===== src/rtl/cannon_sequencer.sv =====
// rtl/cannon_sequencer.sv - Cannon block-matrix multiplier control sequencer
// Walks the PE grid through load, optional skew, SQRT_P MAC/shift rounds and drain.
module cannon_sequencer #(
  parameter int SQRT_P    = 2,
  parameter int MAC_LAT   = 4,
  parameter int DRAIN_LAT = 2,
  localparam int IDXW     = (SQRT_P > 1) ? $clog2(SQRT_P) : 1
) (
  input  logic            clk,
  input  logic            reset,
  input  logic            start,
  input  logic            preskewed,
  input  logic            abort,
  input  logic            shift_ack,
  output logic            load_en,
  output logic            acc_clr,
  output logic            skew_en,
  output logic [IDXW-1:0] skew_idx,
  output logic            mac_en,
  output logic            shift_en,
  output logic            drain_en,
  output logic [IDXW-1:0] step,
  output logic            busy,
  output logic            done,
  output logic            out_valid,
  output logic [2:0]      state
);

  localparam int MW = $clog2(MAC_LAT + 1);
  localparam int DW = (DRAIN_LAT > 0) ? $clog2(DRAIN_LAT + 1) : 1;

  localparam logic [IDXW-1:0] SKEW_LAST  = IDXW'((SQRT_P > 1) ? SQRT_P - 2 : 0);
  localparam logic [IDXW-1:0] STEP_LAST  = IDXW'(SQRT_P - 1);
  localparam logic [MW-1:0]   MAC_LAST   = MW'(MAC_LAT - 1);
  localparam logic [DW-1:0]   DRAIN_LAST = DW'((DRAIN_LAT > 0) ? DRAIN_LAT - 1 : 0);

  typedef enum logic [2:0] {
    S_IDLE  = 3'd0,
    S_LOAD  = 3'd1,
    S_SKEW  = 3'd2,
    S_MAC   = 3'd3,
    S_SHIFT = 3'd4,
    S_DRAIN = 3'd5,
    S_DONE  = 3'd6
  } state_t;

  state_t          state_q, state_d;
  logic            pre_q;
  logic            out_valid_q;
  logic [IDXW-1:0] skew_q;
  logic [IDXW-1:0] step_q;
  logic [MW-1:0]   mac_q;
  logic [DW-1:0]   drain_q;
  logic            kill;

  assign kill = abort && (state_q != S_IDLE);

  always_ff @(posedge clk) begin
    if (!reset) state_q <= S_IDLE;
    else        state_q <= state_d;
  end

  always_comb begin
    state_d = state_q;
    if (kill) begin
      state_d = S_IDLE;
    end else begin
      case (state_q)
        S_IDLE:  if (start) state_d = S_LOAD;
        S_LOAD:  state_d = (!pre_q && SQRT_P > 1) ? S_SKEW : S_MAC;
        S_SKEW:  if (skew_q == SKEW_LAST) state_d = S_MAC;
        S_MAC: begin
          if (mac_q == MAC_LAST) begin
            if (step_q != STEP_LAST)  state_d = S_SHIFT;
            else if (DRAIN_LAT == 0)  state_d = S_DONE;
            else                      state_d = S_DRAIN;
          end
        end
        S_SHIFT: if (shift_ack) state_d = S_MAC;
        S_DRAIN: if (drain_q == DRAIN_LAST) state_d = S_DONE;
        default: state_d = S_IDLE;
      endcase
    end
  end

  // A run reaching DONE counts as complete even if abort arrives in that cycle.
  always_ff @(posedge clk) begin
    if (!reset) begin
      pre_q       <= 1'b0;
      out_valid_q <= 1'b0;
      skew_q      <= '0;
      step_q      <= '0;
      mac_q       <= '0;
      drain_q     <= '0;
    end else begin
      if (state_q == S_DONE)                out_valid_q <= 1'b1;
      else if (state_q == S_IDLE && start)  out_valid_q <= 1'b0;
      if (state_q == S_IDLE && start) pre_q <= preskewed;
      if (kill) begin
        skew_q  <= '0;
        step_q  <= '0;
        mac_q   <= '0;
        drain_q <= '0;
      end else begin
        skew_q  <= (state_q == S_SKEW  && skew_q  != SKEW_LAST)  ? skew_q + 1'b1  : '0;
        mac_q   <= (state_q == S_MAC   && mac_q   != MAC_LAST)   ? mac_q + 1'b1   : '0;
        drain_q <= (state_q == S_DRAIN && drain_q != DRAIN_LAST) ? drain_q + 1'b1 : '0;
        if (state_q == S_LOAD)                    step_q <= '0;
        else if (state_q == S_SHIFT && shift_ack) step_q <= step_q + 1'b1;
      end
    end
  end

  always_comb begin
    load_en  = 1'b0;
    acc_clr  = 1'b0;
    skew_en  = 1'b0;
    mac_en   = 1'b0;
    shift_en = 1'b0;
    drain_en = 1'b0;
    done     = 1'b0;
    busy     = (state_q != S_IDLE);
    case (state_q)
      S_LOAD: begin
        load_en = 1'b1;
        acc_clr = 1'b1;
      end
      S_SKEW:  skew_en  = 1'b1;
      S_MAC:   mac_en   = 1'b1;
      S_SHIFT: shift_en = 1'b1;
      S_DRAIN: drain_en = 1'b1;
      S_DONE:  done     = 1'b1;
      default: ;
    endcase
  end

  assign skew_idx  = skew_q;
  assign step      = step_q;
  assign out_valid = out_valid_q;
  assign state     = state_q;

endmodule


===== config.mk =====
export PLATFORM = sky130hd
export DESIGN_NAME = cannon_sequencer
export DESIGN_NICKNAME = d
export VERILOG_FILES = /design/src/rtl/cannon_sequencer.sv
export SDC_FILE = /design/constraint.sdc
export NUM_CORES = 1
export LEC_CHECK = 0
export ABC_CLOCK_PERIOD_IN_PS = 3300
export CAP_MARGIN = 20
export CORE_MARGIN = 2
export CORE_UTILIZATION = 48
export CTS_CLUSTER_DIAMETER = 60
export DETAILED_ROUTE_END_ITERATION = 16
export GPL_TIMING_DRIVEN = 0
export MAX_ROUTING_LAYER = met4
export PLACE_DENSITY_LB_ADDON = 0.12
export RECOVER_POWER = 100
export SLEW_MARGIN = 0
export SYNTH_ARGS = -nofsm -noshare
export SYNTH_HDL_FRONTEND = slang
export SYNTH_SLANG_ARGS = --single-unit

===== constraint.sdc =====
create_clock -name clk -period 3.3 [get_ports clk]
set_input_delay 0.66 -clock clk [delete_from_list [all_inputs] [get_ports clk]]
set_output_delay 0.66 -clock clk [all_outputs]
set_load 0.01 [all_outputs]

==> results.json <==
{
  "dr.first_iter.drc_count": 2,
  "layout-drive-gt1-share": 0.126,
  "die_area_sq_um": 1680,
  "ys_seq_area_frac": 0.365,
  "numPortBuffers": 19,
  "gr-usage-all-layers": 0.218,
  "netlist-cell-type-count": 30,
  "rsz0062_at_grt": "no",
  "yosys_register_bits": 12,
  "core_area_sq_um": 1280,
  "crit_path_end_kind": "primary output",
  "status": "complete, no violations",
  "cts.sinks": 12,
  "via_per_inst": 5.15,
  "p_leak_nw": 0.379,
  "cp-start-kind": "flop",
  "r2r-start": "mac_q[0]",
  "cts_setup_buffers": 0,
  "cp_max_fo": 10,
  "place_hpwl_mm": 1.02,
  "synth.net_count": 81,
  "finClkSkew_ps": 3.52,
  "path_clk_slew_ps": 70,
  "setup.worst_path.class": "flop to primary output",
  "setup_tns_ps": 0,
  "ctsRootBufferMaster": "clkbuf_4",
  "die_w_um": 41.0,
  "fmax_mhz": 355,
  "htreeDepth": 1,
  "cp.arrival_ps": 2150,
  "initial_utilization": 0.512,
  "routed_wl_mm": 1.35,
  "critical_path.startpoint": "state[0]",
  "reg2reg_depth": 4,
  "hold_start": "drain_q[0]",
  "fin_ws_ps": 485,
  "post-route-period-util": 0.853,
  "insertion_delay_ps": 270,
  "wl_per_cell_um": 12.2,
  "worst_slew_pin_slew_ps": 494,
  "cap_violations": 0,
  "ctsLongestPathBuffers": 2,
  "drc": 0,
  "vias": 567,
  "netlist_area_sq_um": 658,
  "grt_max_degree": 11,
  "drv_slew": 0,
  "rows": 13,
  "timing.rr.end": "mac_q[0]",
  "ys_warn_count": 0,
  "num_io_pins": 20,
  "setup_viol": 0,
  "syn_inst": 72,
  "post_cts_resized": 0,
  "pre_cts_ws_ps": 995,
  "antenna_found_initial": 0,
  "area_delta_synth_final_pct": 34.8,
  "grt-ovfl-total": 0,
  "antenna_cells": 0,
  "syn_area_per_cell_sq_um": 9.14,
  "dr.pass1.iters": 2,
  "holdBufCountCts": 0,
  "slew-limit-headroom": 0.666,
  "timing.final.crit_period_ps": 2810,
  "n_fill_cell": 120,
  "cellPowerDensity_nw_per_um2": 469,
  "grt_pass1_vias": 489,
  "ir_drop_mv": 0.317,
  "gp_congestion": 0.788,
  "grt_first_pass_wirelength_mm": 2.22,
  "num-nets-final": 105,
  "cp-endpoint": "load_en",
  "die_height_um": 41.0,
  "critPathRequiredTime_ps": 2640,
  "holdCritPathClass": "flop to flop",
  "postRouteAntennaNets": 0,
  "numCtsBuffers": 3,
  "cts_tree": "done",
  "rrSetupSlack_ps": 1800,
  "finalHoldViolCount": 0
}
[cells in the final DEF, fill, tap and decap left out, types with 2 or more instances in the layout]
cell type,Yosys,routed
dlygate4sd3_1,0,16
dfxtp_1,12,12
nor2_1,6,6
inv_1,6,6
a21oi_1,6,6
o21ai_0,4,4
nor2b_1,3,3
and2_1,3,3
nor3b_1,3,3
ha_1,3,3
clkbuf_4,0,3
clkdlybuf4s50_1,0,3
buf_4,2,2
nand2_1,2,2
nand3b_1,2,2
nor4b_1,2,2
a211oi_1,2,2
[synth_stat cells]
| cell | n | area share |
|---|---|---|
| dfxtp_1 | 12 | 0.37 |
| a21oi_1 | 6 | 0.046 |
| inv_1 | 6 | 0.034 |
| nor2_1 | 6 | 0.034 |
| o21ai_0 | 4 | 0.030 |
| and2_1 | 3 | 0.029 |
| ha_1 | 3 | 0.057 |
| nor2b_1 | 3 | 0.029 |
| nor3b_1 | 3 | 0.034 |
| a211oi_1 | 2 | 0.023 |
| buf_4 | 2 | 0.023 |
| nand2_1 | 2 | 0.011 |
| nand3b_1 | 2 | 0.023 |
| nor4b_1 | 2 | 0.027 |
| a21bo_4 | 1 | 0.025 |
| and3b_1 | 1 | 0.013 |
| buf_6 | 1 | 0.017 |
| clkbuf_8 | 1 | 0.021 |
| conb_1 | 1 | 0.0057 |
| mux2_2 | 1 | 0.017 |
| mux2i_1 | 1 | 0.015 |
| nand3_1 | 1 | 0.0076 |
| nor3_1 | 1 | 0.0076 |
| nor4b_2 | 1 | 0.023 |
| o21a_1 | 1 | 0.011 |
| o221ai_1 | 1 | 0.013 |
| or2b_2 | 1 | 0.013 |
| or3_4 | 1 | 0.017 |
| or3b_2 | 1 | 0.013 |
| or4b_1 | 1 | 0.015 |
[how the worst min path moves through the flow]
stage | cells after the start | slack, ps | end
after floorplan | 1 | 400 | drain_q[0]
after global placement | 1 | 410 | mac_q[0]
after detailed placement | 1 | 420 | drain_q[0]
after CTS | 1 | 430 | drain_q[0]
after global routing | 1 | 440 | drain_q[0]
final | 1 | 420 | drain_q[0]
[cells by family (layout without fill, tap and decap cells)]
| family | count (synthesis) | after routing | share of synthesized area |
|---|---|---|---|
| and+or+nand+nor | 29 | 29 | 0.297 |
| AOI/OAI and AO/OA | 15 | 15 | 0.148 |
| DFF | 12 | 12 | 0.365 |
| buffers and inverters | 10 | 33 | 0.0950 |
| adders and majority gates | 3 | 3 | 0.0570 |
| muxes | 2 | 2 | 0.0323 |
| other | 1 | 1 | 0.00570 |
[per-stage QoR]
stage | utilization | instances | total power, W | hold slack, ps | instance area [sq um]
2_1_floorplan | - | 72 | 0.000256 | 398 | 658
3_3_place_gp | 0.675 | 106 | 0.000319 | 408 | 867
3_5_place_dp | 0.675 | 106 | 0.000320 | 416 | 867
4_1_cts | 0.703 | 110 | 0.000436 | 427 | 903
5_1_grt | 0.690 | 110 | 0.000437 | 440 | 887
6_report | 0.690 | 110 | 0.000416 | 422 | 887
[where the power goes]
| group | internal (W) | switching, W | leakage (nW) |
|---|---|---|---|
| clock | 0.0000670 | 0.0000484 | 0.0210 |
| sequential | 0.000153 | 0.0000136 | 0.0976 |
| combinational | 0.0000719 | 0.0000615 | 0.260 |
| total | 0.000292 | 0.000124 | 0.379 |
[critical path, cell delays in order, from the launching register on]
cell	delay, ps
dfxtp_1	440
clkbuf_1	360
inv_1	170
nor3_1	260
buf_4	140
clkdlybuf4s50_1	520
[cell type report]
class,instances,area [sq um],share of cell area
multi-input cells,50,349,0.394
flip-flops and latches,12,240,0.271
repair buffers,19,190,0.214
clock buffers,4,36.3,0.0409
plain buffers,4,30.0,0.0339
inverters,6,22.5,0.0254
well taps,15,18.8,0.0212
[metal layers]
layer  track usage  routed length, um  part of all wire  vias to the layer above
li1              -                  -                 -                      293
met4         0.100                 10            0.0074                        0
met5             -                  0                 0                        -
met1         0.257                624              0.46                      254
met2         0.348                644              0.48                       18
met3        0.0489                 66             0.049                        2
[sequential cells by signal (all words and copies together), names as in the netlist]
signal     flops
drain_q        2
mac_q          3
out_valid      1
pre_q          1
skew_idx       1
state          3
step           1
No activity file was read; power rests on OpenSTA's default activity.
